## src/rtl/data_mem_lsu.sv

```systemverilog
// data_mem_lsu: load/store sequencer between the memory stage and data memory.
// Optional event counters are enabled by defining DATA_MEM_LSU_STATS_EN.
module data_mem_lsu #(
    parameter int ADDR_W    = 10,
    parameter int DATA_W    = 16,
    parameter int MEM_DEPTH = 1000
) (
    input  logic              clk,
    input  logic              rst,
    input  logic              reqValid,
    output logic              reqReady,
    input  logic              reqWrite,
    input  logic [ADDR_W-1:0] reqAddr,
    input  logic [DATA_W-1:0] reqData,
    output logic              respValid,
    input  logic              respReady,
    output logic [DATA_W-1:0] respData,
    output logic              respErr,
    output logic [ADDR_W-1:0] memAddress,
    output logic [DATA_W-1:0] memWriteData,
    output logic              memRead,
    output logic              memWrite,
    input  logic [DATA_W-1:0] memReadData
`ifdef DATA_MEM_LSU_STATS_EN
    ,
    output logic [15:0]       statLoads,
    output logic [15:0]       statStores,
    output logic [15:0]       statErrors
`endif
);

    typedef enum logic [2:0] {
        IDLE,
        SETUP,
        ACCESS,
        HOLD,
        RESP
    } state_t;

    // One extra bit so the bound compares correctly even at 2**ADDR_W.
    localparam logic [ADDR_W:0] DEPTH = (ADDR_W+1)'(MEM_DEPTH);

    state_t            state;
    state_t            state_nxt;
    logic              wr_q;
    logic              err_q;
    logic [DATA_W-1:0] mdr;
    logic              addr_bad;
    logic              accept;

    assign addr_bad = {1'b0, reqAddr} >= DEPTH;
    assign accept   = (state == IDLE) && reqValid;

    // Ready only from state; held low while reset is asserted.
    assign reqReady  = rst && (state == IDLE);
    assign respValid = (state == RESP);
    assign respData  = mdr;
    assign respErr   = err_q;

    // Next-state sequencing: errors skip straight to the response.
    always_comb begin
        state_nxt = state;
        unique case (state)
            IDLE: begin
                if (reqValid) begin
                    state_nxt = addr_bad ? RESP : SETUP;
                end
            end
            SETUP:  state_nxt = ACCESS;
            ACCESS: state_nxt = HOLD;
            HOLD:   state_nxt = RESP;
            RESP: begin
                if (respReady) begin
                    state_nxt = IDLE;
                end
            end
            default: state_nxt = IDLE;
        endcase
    end

    // State, latched request, registered strobes and MDR.
    always_ff @(posedge clk or negedge rst) begin
        if (!rst) begin
            state        <= IDLE;
            wr_q         <= 1'b0;
            err_q        <= 1'b0;
            mdr          <= '0;
            memAddress   <= '0;
            memWriteData <= '0;
            memRead      <= 1'b0;
            memWrite     <= 1'b0;
        end else begin
            state    <= state_nxt;
            memRead  <= (state == SETUP) && !wr_q;
            memWrite <= (state == SETUP) && wr_q;
            if (accept) begin
                wr_q         <= reqWrite;
                err_q        <= addr_bad;
                memAddress   <= reqAddr;
                memWriteData <= reqData;
                if (addr_bad) begin
                    mdr <= '0;
                end
            end
            if (state == ACCESS) begin
                mdr <= wr_q ? '0 : memReadData;
            end
            if ((state == RESP) && respReady) begin
                err_q <= 1'b0;
            end
        end
    end

`ifdef DATA_MEM_LSU_STATS_EN
    // Event counters; wrap naturally at 16 bits.
    always_ff @(posedge clk or negedge rst) begin
        if (!rst) begin
            statLoads  <= '0;
            statStores <= '0;
            statErrors <= '0;
        end else begin
            if ((state == SETUP) && !wr_q) begin
                statLoads <= statLoads + 16'd1;
            end
            if ((state == SETUP) && wr_q) begin
                statStores <= statStores + 16'd1;
            end
            if (accept && addr_bad) begin
                statErrors <= statErrors + 16'd1;
            end
        end
    end
`endif

endmodule

```

## config.mk

```make
export PLATFORM = sky130hd
export DESIGN_NAME = data_mem_lsu
export DESIGN_NICKNAME = d
export VERILOG_FILES = /design/src/rtl/data_mem_lsu.sv
export SDC_FILE = /design/constraint.sdc
export NUM_CORES = 1
export LEC_CHECK = 0
export CORE_ASPECT_RATIO = 0.8
export CORE_MARGIN = 5
export CORE_UTILIZATION = 40
export CTS_CLUSTER_SIZE = 24
export DETAILED_ROUTE_END_ITERATION = 10
export GPL_TIMING_DRIVEN = 0
export PLACE_DENSITY = 0.85
export SLEW_MARGIN = 25
export SYNTH_ARGS = -nofsm -noshare
export SYNTH_HDL_FRONTEND = slang
export SYNTH_SLANG_ARGS = --single-unit
```

## constraint.sdc

```tcl
create_clock -name clk -period 2 [get_ports clk]
set_input_delay 0.6 -clock clk [delete_from_list [all_inputs] [get_ports clk]]
set_output_delay 0.6 -clock clk [all_outputs]
set_load 0.1 [all_outputs]
```

==> impl.org, run 1 <==
** Timing
- The count of final hold-check violations came to 0.
- The count of pins over their slew limit is 0.
- Setup violation total in the final timing report :: 0
- In the finished design, the share of the clock period the worst path needs comes to 97.6%.
- Setup repair after global routing could not meet its margin everywhere.
- Slew headroom :: 62.6%
- Derived from the worst setup path, the maximum achievable clock frequency is 0.512 GHz.
- Slew of the pin with the lowest slew margin :: 564 ps
- Final min period :: 1950 ps
- For the final database, setup skew stands at 5.54 ps.
- Final sum of negative setup slack :: 0 ps

** Cells and area
- Synthesis-to-layout area growth :: 68.6%
- Of the cells placed in the final design, the portion with a size suffix greater than 1 is 42.2%.
- 0 antenna diodes ended up in the layout.
- At the end of the flow the core is filled with cells to 70.0%.
- With fillers left out, the area of the finished cells amounts to 0.00324 mm^2.
- Number of nets in the layout :: 277

** Worst setup path
- Endpoint required time on the critical path :: 1400 ps
- Cell repeated most along the worst path :: sky130_fd_sc_hd__buf_6
- STA classifies the critical path endpoint as an output pin.
- The worst setup path is launched from a flip-flop.
- Startpoint-to-endpoint class of the critical path :: reg2out
- Data on the critical path arrives at its endpoint at 1350 ps.
- The slowest stage of the critical path is the sky130_fd_sc_hd__dfrtp_1 cell.
- In this run the worst path has a maximum fanout of 8.
- Series of cell instances along the critical path :: buf_6 > nor4b_4 > buf_6
- On the worst path, the slowest cell contributes a delay of 380 ps.
- The critical path starts at state[0].
- In this run the critical register-to-register path is captured at memAddress[6].
- Counting cells, the worst reg-to-reg path comes to 4.
- Worst setup path endpoint :: reqReady
- Launch instance of the worst register-to-register path :: state[2]
- The worst register-to-register path has a setup slack of 300 ps.

** Drt
- Average wire per standard cell :: 17.2 um
- Remaining routing DRC violations :: 0
- Antenna Violating Nets Remaining :: 0
- Total length of routed wires :: 5.00 mm
- First-pass detailed-route iteration total :: 4
- The routed layout has 1,394 vias.
- Starting DRC count in detailed routing :: 34
- In the routed layout, each cell is associated on average with a via count of 4.81.

** Job
- Max-cap violations :: 0

** Yosys
- By area, the combinational part of the netlist is dominated by multiplexers.
- Of the total synthesized cell area, the portion taken by AND, OR, NAND and NOR gates is 7.37%.
- Adder-cell share of the synthesized area :: 0%
- Combined area of all synthesized cells :: 0.00192 mm^2
- The synthesized design contains 0 enable-type register cells.
- The most used flip-flop cell after synthesis is sky130_fd_sc_hd__dfrtp_1.
- After synthesis the netlist holds a flip-flop and latch count of 49.
- Of the total synthesized cell area, the portion taken by XOR and XNOR cells is 0.456%.
- The number of nets in the synthesized netlist is 168.
- Summing the areas of all compound-gate instances in the mapped netlist gives 9.78% of the synthesized area.
- The cell count after synthesis came out at 121.
- Mux share of post-synthesis cell area :: 15.8%
- Sequential cells were found to cover 63.9% of the synthesized design area.
- Count of warnings emitted by yosys :: 0
- Async set-reset flop share out of synthesis :: 100%
- Mean cell area of the mapped netlist :: 15.9 um^2
- After synthesis, the netlist uses 22 different library cells.

** Global route
- M3 GR Usage :: 9.19%
- Global-route wire length before repair :: 7.98 mm
- The global routing stage identified its most utilized layer as met2.
- Via count of the first global-routing pass :: 1,564
- For met2 alone, demand over resource in global routing was 27.7%.
- Total GRT Usage :: 16.7%
- For met1 alone, demand over resource in global routing was 19.0%.
- Entering global routing, the biggest net connects 51 pins.
- Global route overflow :: 0
- Antenna violations before repair :: 0

** Clock tree
- CTS placed an instance of sky130_fd_sc_hd__clkbuf_8 at the clock tree root.
- Clock-pin slew was measured on the worst setup and hold paths at 90 ps.
- Largest buffer count on any clock path :: 2
- Counting every sink on the clock net gives 49.
- Inserted Clock Buffers :: 5
- Clock tree from TritonCTS :: yes
- H-tree level count :: 2
- Number of buffers added to fix hold violations after cts :: 0
- Clock insertion delay at the later pin of the skew report :: 300 ps

** Floorplanning
- Initial Util :: 41.5%
- Placeable core region :: 0.00462 mm^2
- Die Footprint :: 0.00629 mm^2
- The die is 87.4 um wide.
- The floorplan has 22 rows.
- For this design the top-level I/O count stands at 94.
- In this run the vertical extent of the chip is 72.0 um.

** Placed design
- During placement, the flow inserted port buffers numbering 93.
- Once placement finished, the instance area stood at 0.00296 mm^2.
- The congestion estimate from routability-driven global placement came to 0.679.
- DP Wirelength :: 3.69 mm

** Hold path
- The path class of the tightest hold or removal check is in2async.

** Status
- Run status :: finished, final reports clean
-- area by class of cell --
cell class,count,area (um^2)
fill,352,1390
sequential,49,1230
tap,60,75.1
buffer,8,71.3
multi-input combinational,64,677
clock buffer,6,82.6
timing repair buffer,102,1100
clock inverter,1,7.51
-- worst min-delay path by stage --
stage	end	slack, ps	depth (start not counted)
final	respData[12]	100	1
after global routing	respData[12]	90	1
after CTS	memWriteData[11]	150	1
after detailed placement	memWriteData[12]	470	1
after global placement	memWriteData[11]	470	1
after floorplan	memAddress[0]	300	0
-- logic make-up (layout without fill, tap and decap cells) --
kind of cell           Yosys count  count (layout)
AO/OA/AOI/OAI                   21              21
XOR/XNOR                         1               1
buffers and inverters            8             117
flip-flops                      49              49
multiplexers                    27              27
AND/OR/NAND/NOR                 15              15
-- stage by stage --
step / hold WS [ps] / setup slack (ps) / cells
after floorplan: 304 / -219 / 121
after CTS: 147 / 14.6 / 281
final: 101 / 48.7 / 290
after detailed placement: 475 / -1230 / 274
after global routing: 92.1 / -9.70 / 290
after global placement: 465 / -2920 / 274
-- critical path: cells and delay by family (launching register included) --
kind / cells / cell delay (ps)
flip-flops: 1 / 380
AND/OR/NAND/NOR: 1 / 280
buffers and inverters: 2 / 400
-- placed cells by master (no fill, tap or decap), types with 2 or more instances in the layout --
master	synthesis	layout
sky130_fd_sc_hd__a22o_1	16	16
sky130_fd_sc_hd__buf_2	5	3
sky130_fd_sc_hd__buf_4	2	8
sky130_fd_sc_hd__buf_6	1	6
sky130_fd_sc_hd__clkbuf_8	0	6
sky130_fd_sc_hd__clkdlybuf4s15_2	0	45
sky130_fd_sc_hd__clkdlybuf4s50_1	0	45
sky130_fd_sc_hd__dfrtp_1	49	49
sky130_fd_sc_hd__mux2_1	9	9
sky130_fd_sc_hd__mux2_2	18	18
sky130_fd_sc_hd__nand2b_1	2	2
sky130_fd_sc_hd__nor2_1	2	2
sky130_fd_sc_hd__nor4b_4	2	3
sky130_fd_sc_hd__o21a_1	2	2
-- Yosys cell counts, types with 2 or more instances --
cell type / count / share of area (%)
sky130_fd_sc_hd__dfrtp_1: 49 / 64
sky130_fd_sc_hd__mux2_2: 18 / 11
sky130_fd_sc_hd__a22o_1: 16 / 7.3
sky130_fd_sc_hd__mux2_1: 9 / 5.3
sky130_fd_sc_hd__buf_2: 5 / 1.3
sky130_fd_sc_hd__buf_4: 2 / 0.78
sky130_fd_sc_hd__nand2b_1: 2 / 0.65
sky130_fd_sc_hd__nor2_1: 2 / 0.39
sky130_fd_sc_hd__nor3b_1: 2 / 0.78
sky130_fd_sc_hd__nor4b_1: 2 / 0.91
sky130_fd_sc_hd__nor4b_4: 2 / 2.5
sky130_fd_sc_hd__o21a_1: 2 / 0.78
-- flip-flops by register name (all words and copies together), names as in the netlist --
signal	flops
respData	16
memWriteData	16
respErr	1
memRead	1
wr_q	1
memAddress	10
memWrite	1
state	3
-- metal layers --
metal	share of wire [%]	routed length, um
met5	0	0
met4	0.72	36
met3	11	528
met2	50	2520
met1	38	1910
-- timing repair --
item,in CTS,in global routing
setup endpoints to repair,47,19
cloned,0,1
resized for setup,153,4
buffers inserted,0,8
pin swaps,0,1
Power of run 1 is left out: the tool's default activity adds up to more than one toggle a clock period on the data nets, which glitch-free logic cannot reach.
==> run 2: changes to the inputs <==
--- a/config.mk
+++ b/config.mk
@@ -11,7 +11,7 @@
 export CTS_CLUSTER_SIZE = 24
 export DETAILED_ROUTE_END_ITERATION = 10
 export GPL_TIMING_DRIVEN = 0
-export PLACE_DENSITY = 0.85
+export PLACE_DENSITY = 0.79
 export SLEW_MARGIN = 25
 export SYNTH_ARGS = -nofsm -noshare
 export SYNTH_HDL_FRONTEND = slang
==> run 2 against run 1 <==
Hold slack better by 5.1 ps. Via count increased by 1.8%. Flip-flop and latch count stayed put. Cell count shrank 1.4%.
==> impl.org, run 2 (synthesis gave the netlist of run 1 again) <==
** Cells and area
- Most frequent cells in the layout :: 49 x sky130_fd_sc_hd__dfrtp_1, 45 x sky130_fd_sc_hd__clkdlybuf4s50_1, 45 x sky130_fd_sc_hd__clkdlybuf4s15_2
- The total of fill cells in the finished design came to 341 (-3.1%).
- Number of nets in the layout :: 272 (-1.8%)
- Antenna diode count :: 0 (unchanged)
- Area used by multi-input combinational logic :: 668 um^2 (-1.3%)
- The area growth from synthesis to layout is 66.0%.
- The library cell used most frequently in the layout, excluding fill and tap cells, is sky130_fd_sc_hd__dfrtp_1.
- Filler-free cell count of the finished design :: 286 (-1.4%)
- Sequential cell area in the final layout :: 0.00123 mm^2 (unchanged)
- Share of cells above drive strength 1 :: 41.2% (-1.0 points)

** Timing
- The post-route clock skew is 3.34 ps (-2.20 ps).
- The count of pins over their slew limit was 0 (unchanged).
- The setup total negative slack is 0 ps (unchanged).
- Final hold viol count :: 0 (unchanged)
- Final min period :: 1930 ps (-17.9 ps)
- The achievable frequency came to 0.517 GHz (+0.93%).
- The fraction of the cycle the final worst path needs is 96.7% (-0.90 points).
- Unrepaired setup endpoints after global routing :: true
- Slew of the pin with the lowest slew margin :: 570 ps (+6.65 ps)
- The count of endpoints failing setup in the final report came to 0 (unchanged).
- The headroom to the max-slew limit came to 62.2% (-0.44 points).
- Final worst hold slack :: 106 ps (+5.12 ps)

** Worst setup path
- Category of the worst setup path capture point :: output pin
- The critical-path maximum fanout came to 4 (-4).
- Launch instance of the worst register-to-register path :: state[2]
- By startpoint and endpoint, the worst setup path is classified as reg2out.
- The required time of the worst setup path was 1400 ps (about the same).
- The endpoint identified for the worst register-to-register timing path is memWriteData[6].
- The depth of the worst register-to-register path came to 6 (+2).
- The internal reg-to-reg setup slack came to 180 ps (-120 ps).
- The signal arrival time at the worst endpoint is 1330 ps (-20 ps).
- The worst setup path is launched from a flip-flop.

** Hold path
- The worst hold path belongs to the class in2async.

** Clock tree
- Largest buffer count on any clock path :: 2 (unchanged)
- Clock insertion delay at the later pin of the skew report :: 300 ps (about the same)
- Inserted Clock Buffers :: 5 (unchanged)
- In this run the clock root is driven by a sky130_fd_sc_hd__clkbuf_8.
- The number of buffers inserted for hold repair after clock tree synthesis was 0 (unchanged).
- Clock tree from TritonCTS :: yes
- Clock-pin transition on the worst setup and hold timing paths :: 90 ps (about the same)
- H-tree level count :: 2 (unchanged)
- Sink Count :: 49 (unchanged)

** Placed design
- IO Port Bufs :: 93 (unchanged)
- Total placed cells including tap cells :: 274 (unchanged)
- DP Wirelength :: 3.67 mm (-0.62%)
- The final weighted congestion in routability-driven placement came to 0.759 (+12%).

** Floorplanning
- The floorplan die width was 87.4 um (unchanged).
- The full die area was 0.00629 mm^2 (unchanged).
- The row count was 22 (unchanged).
- The starting utilization of the core area is 41.5% (unchanged).
- The core area is 0.00462 mm^2 (unchanged).
- The I/O pin total was 94 (unchanged).
- Vert. Die Dim :: 72.0 um (unchanged)

** Job
- The number of max-cap violations came to 0 (unchanged).

** Drt
- The number of iterations in the first detailed-routing pass is 4 (unchanged).
- Average wire per standard cell :: 17.3 um (+0.22%)
- Vias :: 1,419 (+1.8%)
- The count of routing violations after the opening detailed-route iteration was 27 (-21%).
- The average via count per standard cell was 4.96 (+3.2%).
- The post-route antenna net violation count was 0 (unchanged).
- Total length of routed wires :: 4.94 mm (-1.2%)
- Remaining routing DRC violations :: 0 (unchanged)

** Global route
- Antenna violations before repair :: 0 (unchanged)
- Via count of the first global-routing pass :: 1,490 (-4.7%)
- Global route overflow :: 0 (unchanged)
- Pin count of the biggest net entering global routing :: 51 (unchanged)
- The wire length of the first global-routing pass was 7.88 mm (-1.2%).
- Total GRT Usage :: 16.5% (-0.14 points)

** Status
- Run status :: finished, final reports clean
-- run 2: per-layer routing --
| metal | vias up | share of wire (%) | wire length (um) | GRT usage, % |
|---|---|---|---|---|
| met2 | 45 | 52 | 2560 | 28.5 |
| met5 | - | 0 | 0 | 0 |
| met4 | 0 | 2.2 | 108 | 7.50 |
| met1 | 714 | 40 | 1980 | 19.4 |
| li1 | 652 | - | - | - |
| met3 | 8 | 5.9 | 293 | 4.09 |
-- run 2: final cells by class --
cell class | instances | share of cell area [%]
Clock inverter | 3 | 0.550
Multi-Input combinational cell | 64 | 21.0
Timing Repair Buffer | 97 | 33.2
Buffer | 8 | 2.24
Sequential cell | 49 | 38.5
Tap cell | 60 | 2.36
Clock buffer | 5 | 2.16
-- run 2: worst max path at each step --
stage / startpoint / cells after the start / endpoint / slack (ps)
finish: state[0] / 3 / reqReady / 70
global placement: rst / 3 / reqReady / -2940
detailed placement: rst / 3 / reqReady / -1220
global route: state[0] / 3 / reqReady / -20
CTS: state[2] / 3 / reqReady / 0.9
floorplan: rst / 1 / reqReady / -220
-- run 2: through the flow --
step / setup slack [ps] / util, % / cell area [um^2]
final: 66.7 / 68.9 / 3190
after global routing: -16.5 / 68.9 / 3190
after CTS: 0.898 / 67.5 / 3120
after detailed placement: -1220 / 64.0 / 2960
after global placement: -2940 / 64.1 / 2960
after floorplan: -219 / - / 1960
-- run 2: what timing repair did --
action / in CTS / in global routing
pin swaps: 0 / 1
cloned: 0 / 1
resized for setup: 152 / 4
setup endpoints to repair: 47 / 11
setup buffers: 0 / 3
-- run 2: critical path, stage by stage (launching register included) --
cell,delay [ps]
sky130_fd_sc_hd__dfrtp_1,380
sky130_fd_sc_hd__buf_6,130
sky130_fd_sc_hd__nor4b_4,270
sky130_fd_sc_hd__buf_6,260
Power of run 2 is left out for the same reason.
